## config.mk

```make
export PLATFORM = sky130hd
export DESIGN_NAME = multi_gate_eval
export DESIGN_NICKNAME = d
export VERILOG_FILES = /design/src/rtl/multi_gate_eval_pkg.sv /design/src/rtl/mge_reduce.sv /design/src/rtl/multi_gate_eval.sv
export SDC_FILE = /design/constraint.sdc
export NUM_CORES = 1
export LEC_CHECK = 0
export BUFFER_PORTS_ARGS = -buffer_cell sky130_fd_sc_hd__buf_2
export CAP_MARGIN = 20
export CORE_MARGIN = 2
export CORE_UTILIZATION = 40
export DETAILED_ROUTE_END_ITERATION = 10
export GPL_ROUTABILITY_DRIVEN = 0
export GPL_TIMING_DRIVEN = 0
export PLACE_DENSITY = 0.64
export SKIP_CTS_REPAIR_TIMING = 1
export SLEW_MARGIN = 20
export SYNTH_ARGS = -nofsm -noshare
export SYNTH_HDL_FRONTEND = slang
export SYNTH_SLANG_ARGS = --single-unit
```

## constraint.sdc

```tcl
create_clock -name clk -period 2.45 [get_ports clk]
set_input_delay 0.3675 -clock clk [delete_from_list [all_inputs] [get_ports clk]]
set_output_delay 0.3675 -clock clk [all_outputs]
set_load 0.05 [all_outputs]
```

## src/rtl/multi_gate_eval_pkg.sv

```systemverilog
// Shared types for the multi-operand gate evaluator: gate codes, FSM states
// and the operand-count error codes reported on inp_num_err.
package multi_gate_eval_pkg;

    typedef enum logic [2:0] {
        GATE_AND     = 3'd0,
        GATE_OR      = 3'd1,
        GATE_NOT     = 3'd2,
        GATE_NAND    = 3'd3,
        GATE_NOR     = 3'd4,
        GATE_XOR     = 3'd5,
        GATE_XNOR    = 3'd6,
        GATE_ILLEGAL = 3'd7
    } gate_e;

    typedef enum logic [2:0] {
        ST_IDLE   = 3'd0,
        ST_LOAD   = 3'd1,
        ST_EVAL   = 3'd2,
        ST_RESULT = 3'd3,
        ST_ERROR  = 3'd4
    } state_e;

    localparam logic [1:0] INP_ERR_NONE     = 2'b00;
    localparam logic [1:0] INP_ERR_TOO_MANY = 2'b01;
    localparam logic [1:0] INP_ERR_TOO_FEW  = 2'b10;
    localparam logic [1:0] INP_ERR_ILLEGAL  = 2'b11;

endpackage

```

## src/rtl/mge_reduce.sv

```systemverilog
// Combinational bitwise reduction of operands 0..count-1 for the selected gate.
// Zero latency; no flow control (pure function of its inputs).
module mge_reduce
    import multi_gate_eval_pkg::*;
#(
    parameter int NUM_OPS = 4,
    parameter int WIDTH   = 8,
    localparam int CNT_W  = $clog2(NUM_OPS + 1)
) (
    input  gate_e                          gate,
    input  logic [CNT_W-1:0]               count,
    input  logic [NUM_OPS-1:0][WIDTH-1:0]  ops,
    output logic [WIDTH-1:0]               res
);

    logic [WIDTH-1:0] and_r;
    logic [WIDTH-1:0] or_r;
    logic [WIDTH-1:0] xor_r;

    // Slots at or beyond count may hold stale data from an earlier operation.
    always_comb begin
        and_r = '1;
        or_r  = '0;
        xor_r = '0;
        for (int i = 0; i < NUM_OPS; i++) begin
            if (CNT_W'(i) < count) begin
                and_r = and_r & ops[i];
                or_r  = or_r | ops[i];
                xor_r = xor_r ^ ops[i];
            end
        end
    end

    always_comb begin
        res = '0;
        case (gate)
            GATE_AND:  res = and_r;
            GATE_OR:   res = or_r;
            GATE_NOT:  res = ~ops[0];
            GATE_NAND: res = ~and_r;
            GATE_NOR:  res = ~or_r;
            GATE_XOR:  res = xor_r;
            GATE_XNOR: res = ~xor_r;
            default:   res = '0;
        endcase
    end

endmodule

```

## src/rtl/multi_gate_eval.sv

```systemverilog
// Collects up to NUM_OPS operands, applies a bitwise gate; res_valid two cycles after op_last,
// held until res_ready. Optional saturating error counter under MULTI_GATE_EVAL_ERR_CNT_EN.
module multi_gate_eval
    import multi_gate_eval_pkg::*;
#(
    parameter int NUM_OPS = 4,
    parameter int WIDTH   = 8,
    parameter int TIMEOUT = 16
) (
    input  logic             clk,
    input  logic             reset,
    input  logic             start,
    input  logic [2:0]       gate_type,
    input  logic [WIDTH-1:0] op_in,
    input  logic             op_valid,
    input  logic             op_last,
    input  logic             res_ready,
    input  logic             err_clr,
    output logic [WIDTH-1:0] res,
    output logic             res_valid,
    output logic             busy,
    output logic             time_lim_err,
    output logic [1:0]       inp_num_err,
    output logic [7:0]       err_cnt
);

    localparam int CNT_W = $clog2(NUM_OPS + 1);
    localparam int TMR_W = $clog2(TIMEOUT);
    localparam logic [CNT_W-1:0] CNT_MAX = CNT_W'(NUM_OPS);
    localparam logic [TMR_W-1:0] TMR_MAX = TMR_W'(TIMEOUT - 1);

    state_e                         state_q, state_d;
    gate_e                          gate_q, gate_d;
    logic [CNT_W-1:0]               count_q, count_d;
    logic [TMR_W-1:0]               timer_q, timer_d;
    logic [NUM_OPS-1:0][WIDTH-1:0]  ops_q, ops_d;
    logic [WIDTH-1:0]               res_q, res_d;
    logic                           time_lim_err_q, time_lim_err_d;
    logic [1:0]                     inp_num_err_q, inp_num_err_d;
    logic [WIDTH-1:0]               red_res;

    mge_reduce #(
        .NUM_OPS (NUM_OPS),
        .WIDTH   (WIDTH)
    ) u_reduce (
        .gate  (gate_q),
        .count (count_q),
        .ops   (ops_q),
        .res   (red_res)
    );

    always_comb begin
        state_d        = state_q;
        gate_d         = gate_q;
        count_d        = count_q;
        timer_d        = timer_q;
        ops_d          = ops_q;
        res_d          = res_q;
        time_lim_err_d = time_lim_err_q;
        inp_num_err_d  = inp_num_err_q;

        case (state_q)
            ST_IDLE: begin
                if (start) begin
                    gate_d  = gate_e'(gate_type);
                    count_d = '0;
                    timer_d = '0;
                    state_d = ST_LOAD;
                end
            end
            ST_LOAD: begin
                // An operand arriving on the last allowed idle cycle still counts.
                if (op_valid) begin
                    timer_d = '0;
                    if (count_q == CNT_MAX) begin
                        inp_num_err_d = INP_ERR_TOO_MANY;
                        state_d       = ST_ERROR;
                    end else begin
                        for (int i = 0; i < NUM_OPS; i++) begin
                            if (CNT_W'(i) == count_q) begin
                                ops_d[i] = op_in;
                            end
                        end
                        count_d = count_q + 1'b1;
                        if (op_last) begin
                            state_d = ST_EVAL;
                        end
                    end
                end else if (timer_q == TMR_MAX) begin
                    time_lim_err_d = 1'b1;
                    state_d        = ST_ERROR;
                end else begin
                    timer_d = timer_q + 1'b1;
                end
            end
            ST_EVAL: begin
                if (gate_q == GATE_ILLEGAL) begin
                    inp_num_err_d = INP_ERR_ILLEGAL;
                    state_d       = ST_ERROR;
                end else if (gate_q == GATE_NOT && count_q != CNT_W'(1)) begin
                    inp_num_err_d = INP_ERR_TOO_MANY;
                    state_d       = ST_ERROR;
                end else if (gate_q != GATE_NOT && count_q < CNT_W'(2)) begin
                    inp_num_err_d = INP_ERR_TOO_FEW;
                    state_d       = ST_ERROR;
                end else begin
                    res_d   = red_res;
                    state_d = ST_RESULT;
                end
            end
            ST_RESULT: begin
                if (res_ready) begin
                    state_d = ST_IDLE;
                end
            end
            ST_ERROR: begin
                if (err_clr) begin
                    time_lim_err_d = 1'b0;
                    inp_num_err_d  = INP_ERR_NONE;
                    state_d        = ST_IDLE;
                end
            end
            default: begin
                state_d = ST_IDLE;
            end
        endcase
    end

    always_ff @(posedge clk or negedge reset) begin
        if (!reset) begin
            state_q        <= ST_IDLE;
            gate_q         <= GATE_AND;
            count_q        <= '0;
            timer_q        <= '0;
            ops_q          <= '0;
            res_q          <= '0;
            time_lim_err_q <= 1'b0;
            inp_num_err_q  <= INP_ERR_NONE;
        end else begin
            state_q        <= state_d;
            gate_q         <= gate_d;
            count_q        <= count_d;
            timer_q        <= timer_d;
            ops_q          <= ops_d;
            res_q          <= res_d;
            time_lim_err_q <= time_lim_err_d;
            inp_num_err_q  <= inp_num_err_d;
        end
    end

`ifdef MULTI_GATE_EVAL_ERR_CNT_EN
    logic       err_entry;
    logic [7:0] err_cnt_q, err_cnt_d;

    // Counts error events, not error cycles; survives err_clr.
    always_comb begin
        err_entry = (state_d == ST_ERROR) && (state_q != ST_ERROR);
        err_cnt_d = err_cnt_q;
        if (err_entry && err_cnt_q != 8'hFF) begin
            err_cnt_d = err_cnt_q + 8'd1;
        end
    end

    always_ff @(posedge clk or negedge reset) begin
        if (!reset) begin
            err_cnt_q <= '0;
        end else begin
            err_cnt_q <= err_cnt_d;
        end
    end

    assign err_cnt = err_cnt_q;
`else
    assign err_cnt = '0;
`endif

    assign res          = res_q;
    assign res_valid    = (state_q == ST_RESULT);
    assign busy         = (state_q != ST_IDLE);
    assign time_lim_err = time_lim_err_q;
    assign inp_num_err  = inp_num_err_q;

endmodule

```

==> run metrics, run 1 <==
status=finished clean; leakage power=between 2 and 2.5 nW; TritonCTS clock tree=built; input/output buffers=30; commonest non-fill, non-tap cell in the layout=dfrtp_1; Clock Latency Late Sink=0.32 ns; antenna cells=0; antenna violations before repair=0; Tcrit/Tclk final=0.9586; Initial Util=0.4158; Final Hold Fails=0; Die ar.=10450 µm²; Tmin final=2.348 ns; Num Clock Sinks=56; die height=between 100 and 150 µm; Post-Syn Instances=416; most frequent cells in the layout=55 x dfrtp_1, 38 x nor2_1, 36 x mux2_2; skew final=roughly 0.0088 ns; clock power share=0.112; setup violators final=0; sw frac=0.4745; Final Cell Area=4434 µm²; achievable clock frequency=0.4258 GHz; DRC Markers=0; crit path DAT=between 2 and 3 ns; CTS Buffer Depth=2; first-pass GRT wire length=16500 µm; Layout Nets=493; DR vias/cell=slightly below 6; Synth top area share=0.3630; iteration count of the initial detailed-routing pass=5; final core area utilization=0.4776; Yosys cell types=62; Worst-Margin Slew=0.7093 ns; CTS Root Cell=clkbuf_8; Synth Area per Inst=9.279 µm²; Int Power=3.175 mW; Die W=102.2 µm; htree depth=2; Setup TNS=0 ns; synthesis-to-layout area growth=14.88%; register area share after synthesis=0.3630; Sw Pwr=2.867 mW; DP HPWL=7092 µm; WL met1=about 4600 µm; final hold slack=0.1020 ns; CTS Buf Count=5; share of layout cells above drive strength 1=0.2414; Rel. slew slack=0.5271; Logic pwr share=0.599; Rows=35; yosys warns=0; DR vias=3427; leading area contributor after synthesis=dfrtp_1; core area=9284 µm²; Total GRT Usage=0.2025; CP required=2.64 ns; Reg clk slew, reported paths=0.11 ns; kind of start point of the critical path=flip-flop; GR Overflow Total=0; top sig layer=met4; placed cell count=just under 600; final non-filler cell total=roughly 600; maximum fanout along the worst path=10; largest cells by area after synthesis=dfrtp_1 36%, mux2_2 11%, ha_1 3.9%, nor2_1 3.8%, mux2i_1 3.6%; EDFF count, synth=0; crit end category=flip-flop; Detail Route Antenna Nets=0; Post-synth ARST share=1.000; pwr dens=~1400 nW/µm²; placed inst area=about 4200 µm²; Routed WL=10240 µm; sequential group share of total power=0.289; vias in the first global route=about 3200; Met3 Routed Length=613 µm; VDD IR max=0.0004358 V; initial drt markers=283; drt wl/cell=17.27 µm; io pins=39; met2 WL=4802 µm; Synth Flop Type=dfrtp_1; Slew Limit Fails=0; Fillers=between 900 and 1000; Mapped Area=3860 µm²; pin count of the biggest net entering global routing=57; # Max-Cap Violations=0; Setup CP Type=flip-flop to flip-flop; Min-Delay Path Class=input pin to async pin; Synth Register Bits=56
[power by group through the flow]
| stage | sequential, mW | clock (mW) | combinational, mW |
|---|---|---|---|
| CTS | 1.73 | 0.696 | 3.42 |
| floorplan | 1.88 | 0 | 2.43 |
| global route | 1.81 | 0.735 | 3.95 |
| finish | 1.74 | 0.677 | 3.62 |
| global placement | 1.73 | 0 | 3.34 |
| detailed placement | 1.75 | 0 | 3.39 |
[metal layers]
layer | vias to the layer above | global-route usage
li1 | 1595 | -
met1 | 1640 | 0.2795
met2 | 162 | 0.3244
met3 | 30 | 0.03352
met4 | 0 | 0.06769
met5 | - | 0
[cells in the mapped netlist, types with 2 or more instances]
master / count
and3b_1: 2
mux2_1: 8
nor2_1: 39
a31oi_1: 6
nor3_1: 7
a211oi_1: 2
ha_1: 12
and3_1: 2
o21ai_0: 25
a32oi_1: 2
o21bai_1: 2
o31ai_1: 2
buf_2: 8
xor2_1: 10
mux2_2: 36
or2_1: 3
buf_4: 9
dfrtp_1: 56
a22o_1: 3
o221ai_1: 2
nand2_1: 35
o211ai_1: 10
clkbuf_1: 12
nand3b_1: 2
nand2b_1: 6
a21oi_1: 18
o22a_1: 5
nand3_1: 3
inv_1: 14
buf_1: 2
a211o_1: 6
mux2i_1: 14
o22ai_1: 2
a22oi_1: 17
or3_1: 2
xnor2_1: 5
o21ai_1: 2
[registers in the layout, summed over array words and instances, names as in the netlist]
signal,flops
res,8
gate_q,3
state_q,3
inp_num_err,2
timer_q,4
count_q,3
ops_q,32
time_lim_err,1
[path summary, 6_finish.rpt]
check / end / cells past startpoint / slack (ns) / from
worst min-delay path: ops_q[22] / 1 / 0.10 / reset
worst min register to register: inp_num_err[1] / 1 / 0.50 / inp_num_err[1]
worst max register to register: res[3] / 8 / 0.10 / count_q[0]
min in group clk: state_q[1] / 2 / 0.26 / res_ready
max in group asynchronous: count_q[1] / 1 / 1.85 / reset
worst max-delay path: res[3] / 8 / 0.10 / count_q[0]
[final cells by class]
type                       count  area (µm²)  share of cell area
multi-input combinational    319        2302              0.5192
sequential                    56        1403              0.3163
buffer                        30       191.4             0.04317
timing repair buffer          35       190.2             0.04289
tap                          129       161.4             0.03640
clock buffer                   7       96.34             0.02173
inverter                      16       60.06             0.01354
clock inverter                 1       30.03            0.006772
[worst max-delay path: stages (launching register included)]
cell,delay [ns]
dfrtp_1,0.39
buf_6,0.16
clkbuf_1,0.52
a21oi_1,0.16
a21oi_1,0.15
o21ai_1,0.09
mux2_1,0.33
a211oi_1,0.28
a31oi_1,0.13
[cells by family after synthesis]
| kind of cell | share of synthesized area |
|---|---|
| AO/OA/AOI/OAI | 0.2062 |
| XOR/XNOR | 0.03403 |
| adder cells (fa/ha/maj) | 0.03890 |
| buffers and inverters | 0.05996 |
| flip-flops | 0.3630 |
| multiplexers | 0.1647 |
| other | 0.0009715 |
| AND/OR/NAND/NOR | 0.1323 |
[metrics by stage]
stage / total power, mW / setup WS (ns)
6_report: 6.042 / 0.1015
5_1_grt: 6.486 / -0.007795
4_1_cts: 5.841 / -0.7187
3_5_place_dp: 5.142 / -0.6878
3_3_place_gp: 5.070 / -0.7106
2_1_floorplan: 4.308 / 0.02154
(Power assumes the default switching activity.)
==> inputs of run 2 (changes only) <==
--- a/config.mk
+++ b/config.mk
@@ -7,7 +7,6 @@
 export LEC_CHECK = 0
 export BUFFER_PORTS_ARGS = -buffer_cell sky130_fd_sc_hd__buf_2
 export CAP_MARGIN = 20
-export CORE_MARGIN = 2
 export CORE_UTILIZATION = 40
 export DETAILED_ROUTE_END_ITERATION = 10
 export GPL_ROUTABILITY_DRIVEN = 0
==> run metrics, run 2 (synthesized netlist as in run 1, its figures left out) <==
placed cell count=582 (unchanged); final non-filler cell total=595 (+0.34%); r2r worst-path depth=10 (+2); htree depth=2 (unchanged); Final Hold Fails=0 (unchanged); drt wl/cell=17.04 µm (-1.3%); Die W=100.2 µm (-2.0%); Initial Util=0.4158 (unchanged); final hold slack=0.1039 ns (+0.001988 ns); Slew Limit Fails=0 (unchanged); Setup CP Type=flip-flop to flip-flop; Detail Route Antenna Nets=0 (unchanged); crit end category=flip-flop; met2 capacity usage during global routing=0.3356 (+0.01122); Layout Nets=495 (+0.41%); DRC Markers=0 (unchanged); core area=9284 µm² (unchanged); Total GRT Usage=0.2110 (+0.008444); Routed WL=10140 µm (-1.0%); Worst R2R Start=count_q[1]; synthesis-to-layout area growth=14.81% (about the same); Rows=35 (unchanged); kind of start point of the critical path=flip-flop; iteration count of the initial detailed-routing pass=5 (unchanged); status=finished clean; sw frac=0.4782 (+0.003758); leakage power=2.057 nW (+0.40%); CTS Buffer Depth=2 (unchanged); DR vias/cell=5.706 (-1.3%); max reg flops=32 (unchanged); CTS Root Cell=clkbuf_8; achievable clock frequency=0.4123 GHz (-3.2%); Reg clk slew, reported paths=0.11 ns (about the same); setup violators final=0 (unchanged); antenna violations before repair=0 (unchanged); Worst-Margin Slew=0.7166 ns (+0.007323 ns); share of layout cells above drive strength 1=0.2446 (+0.003256); pin count of the biggest net entering global routing=57 (unchanged); slack of the worst reg-to-reg path=0.02 ns (-0.08 ns); commonest non-fill, non-tap cell in the layout=dfrtp_1; final core area utilization=0.4774 (about the same); TritonCTS clock tree=built; Die ar.=10050 µm² (-3.9%); Sw Pwr=2.859 mW (-0.25%); io pins=39 (unchanged); most flop-heavy register=ops_q; CTS Buf Count=5 (unchanged); antenna cells=0 (unchanged); die height=100.2 µm (-2.0%); crit path DAT=2.61 ns (+0.07 ns); met1 Usage GRT=0.2867 (+0.007179); Int Power=3.120 mW (-1.7%); CP Launch Point=count_q[1]; DP HPWL=7054 µm (-0.53%); Clock Latency Late Sink=0.32 ns (about the same); input/output buffers=30 (unchanged); sequential group share of total power=0.290 (about the same); layer with the highest usage=met2; clock power share=0.106 (-0.006); most frequent cells in the layout=55 x dfrtp_1, 38 x nor2_1, 36 x mux2_2; RSZ-0062 raised after global routing=true; Logic pwr share=0.604 (+0.005); maximum fanout along the worst path=10 (unchanged); pwr dens=1349 nW/µm² (-0.98%); VDD IR max=0.0003904 V (-10%); skew final=0.01221 ns (+0.003414 ns); Min-Delay Path Class=input pin to async pin; Tmin final=2.425 ns (+0.07703 ns); initial drt markers=280 (-1.1%); DR vias=3395 (-0.93%); Tcrit/Tclk final=0.9900 (+0.03144); first-pass GRT wire length=16580 µm (+0.46%); GR Overflow Total=0 (unchanged); worst flop-to-flop path endpoint=res[7]; # Max-Cap Violations=0 (unchanged); Rel. slew slack=0.5222 (-0.004882); Num Clock Sinks=56 (unchanged); met3 Usage GRT=0.03134 (-0.002179); vias in the first global route=3304 (+2.7%); CP required=2.64 ns (about the same)
[run 2: cell count changes in the layout (fill, tap and decap cells not counted), sizes merged]
cell | previous run | this run
buf | 56 | 57
clkbuf | 16 | 15
clkinv | 1 | 3
[run 2: worst max-delay path by stage]
stage,to,slack [ns],cells past startpoint
2_1_floorplan,res[7],0.02,11
3_3_place_gp,res[7],-0.71,11
3_5_place_dp,res[7],-0.73,11
4_1_cts,res[7],-0.78,11
5_1_grt,res[7],-0.08,10
6_report,res[7],0.02,10
[run 2: metrics by stage]
stage | setup slack (ns) | TNS [ns] | power, mW | instance area [µm²]
global placement | -0.7090 | -8.240 | 5.073 | 4198
detailed placement | -0.7302 | -9.007 | 5.151 | 4200
floorplan | 0.02154 | 0 | 4.308 | 3886
global route | -0.07956 | -0.1923 | 6.453 | 4432
CTS | -0.7760 | -9.799 | 5.795 | 4317
finish | 0.02450 | 0 | 5.979 | 4432
[run 2: power by group through the flow]
stage | Sequential [mW] | Combinational, mW | Clock (mW)
after global placement | 1.73 | 3.35 | 0
after CTS | 1.73 | 3.41 | 0.654
final | 1.74 | 3.61 | 0.631
after floorplan | 1.88 | 2.43 | 0
after global routing | 1.81 | 3.96 | 0.684
after detailed placement | 1.75 | 3.40 | 0
[run 2: cell type report]
type | count | area [µm²]
Fill cell | 933 | 4852
Multi-Input combinational cell | 319 | 2302
Sequential cell | 56 | 1403
Timing Repair Buffer | 37 | 205.2
Buffer | 30 | 183.9
Tap cell | 129 | 161.4
Clock buffer | 5 | 68.82
Inverter | 16 | 60.06
Clock inverter | 3 | 47.55
[run 2: routing by layer]
metal,part of all wire,routed length [µm]
met5,0,0
met4,0.032,321
met3,0.054,552
met2,0.46,4715
met1,0.45,4550
[run 2: critical path, cell delays in order, from the launching register on]
cell and delay [ns]:
dfrtp_2 0.46, clkbuf_4 0.21, nor2_4 0.16, nand2_4 0.13, nand2_1 0.09, ha_1 0.23
a22oi_2 0.16, xor2_1 0.22, mux2i_1 0.11, a2111oi_2 0.41, a21oi_1 0.12
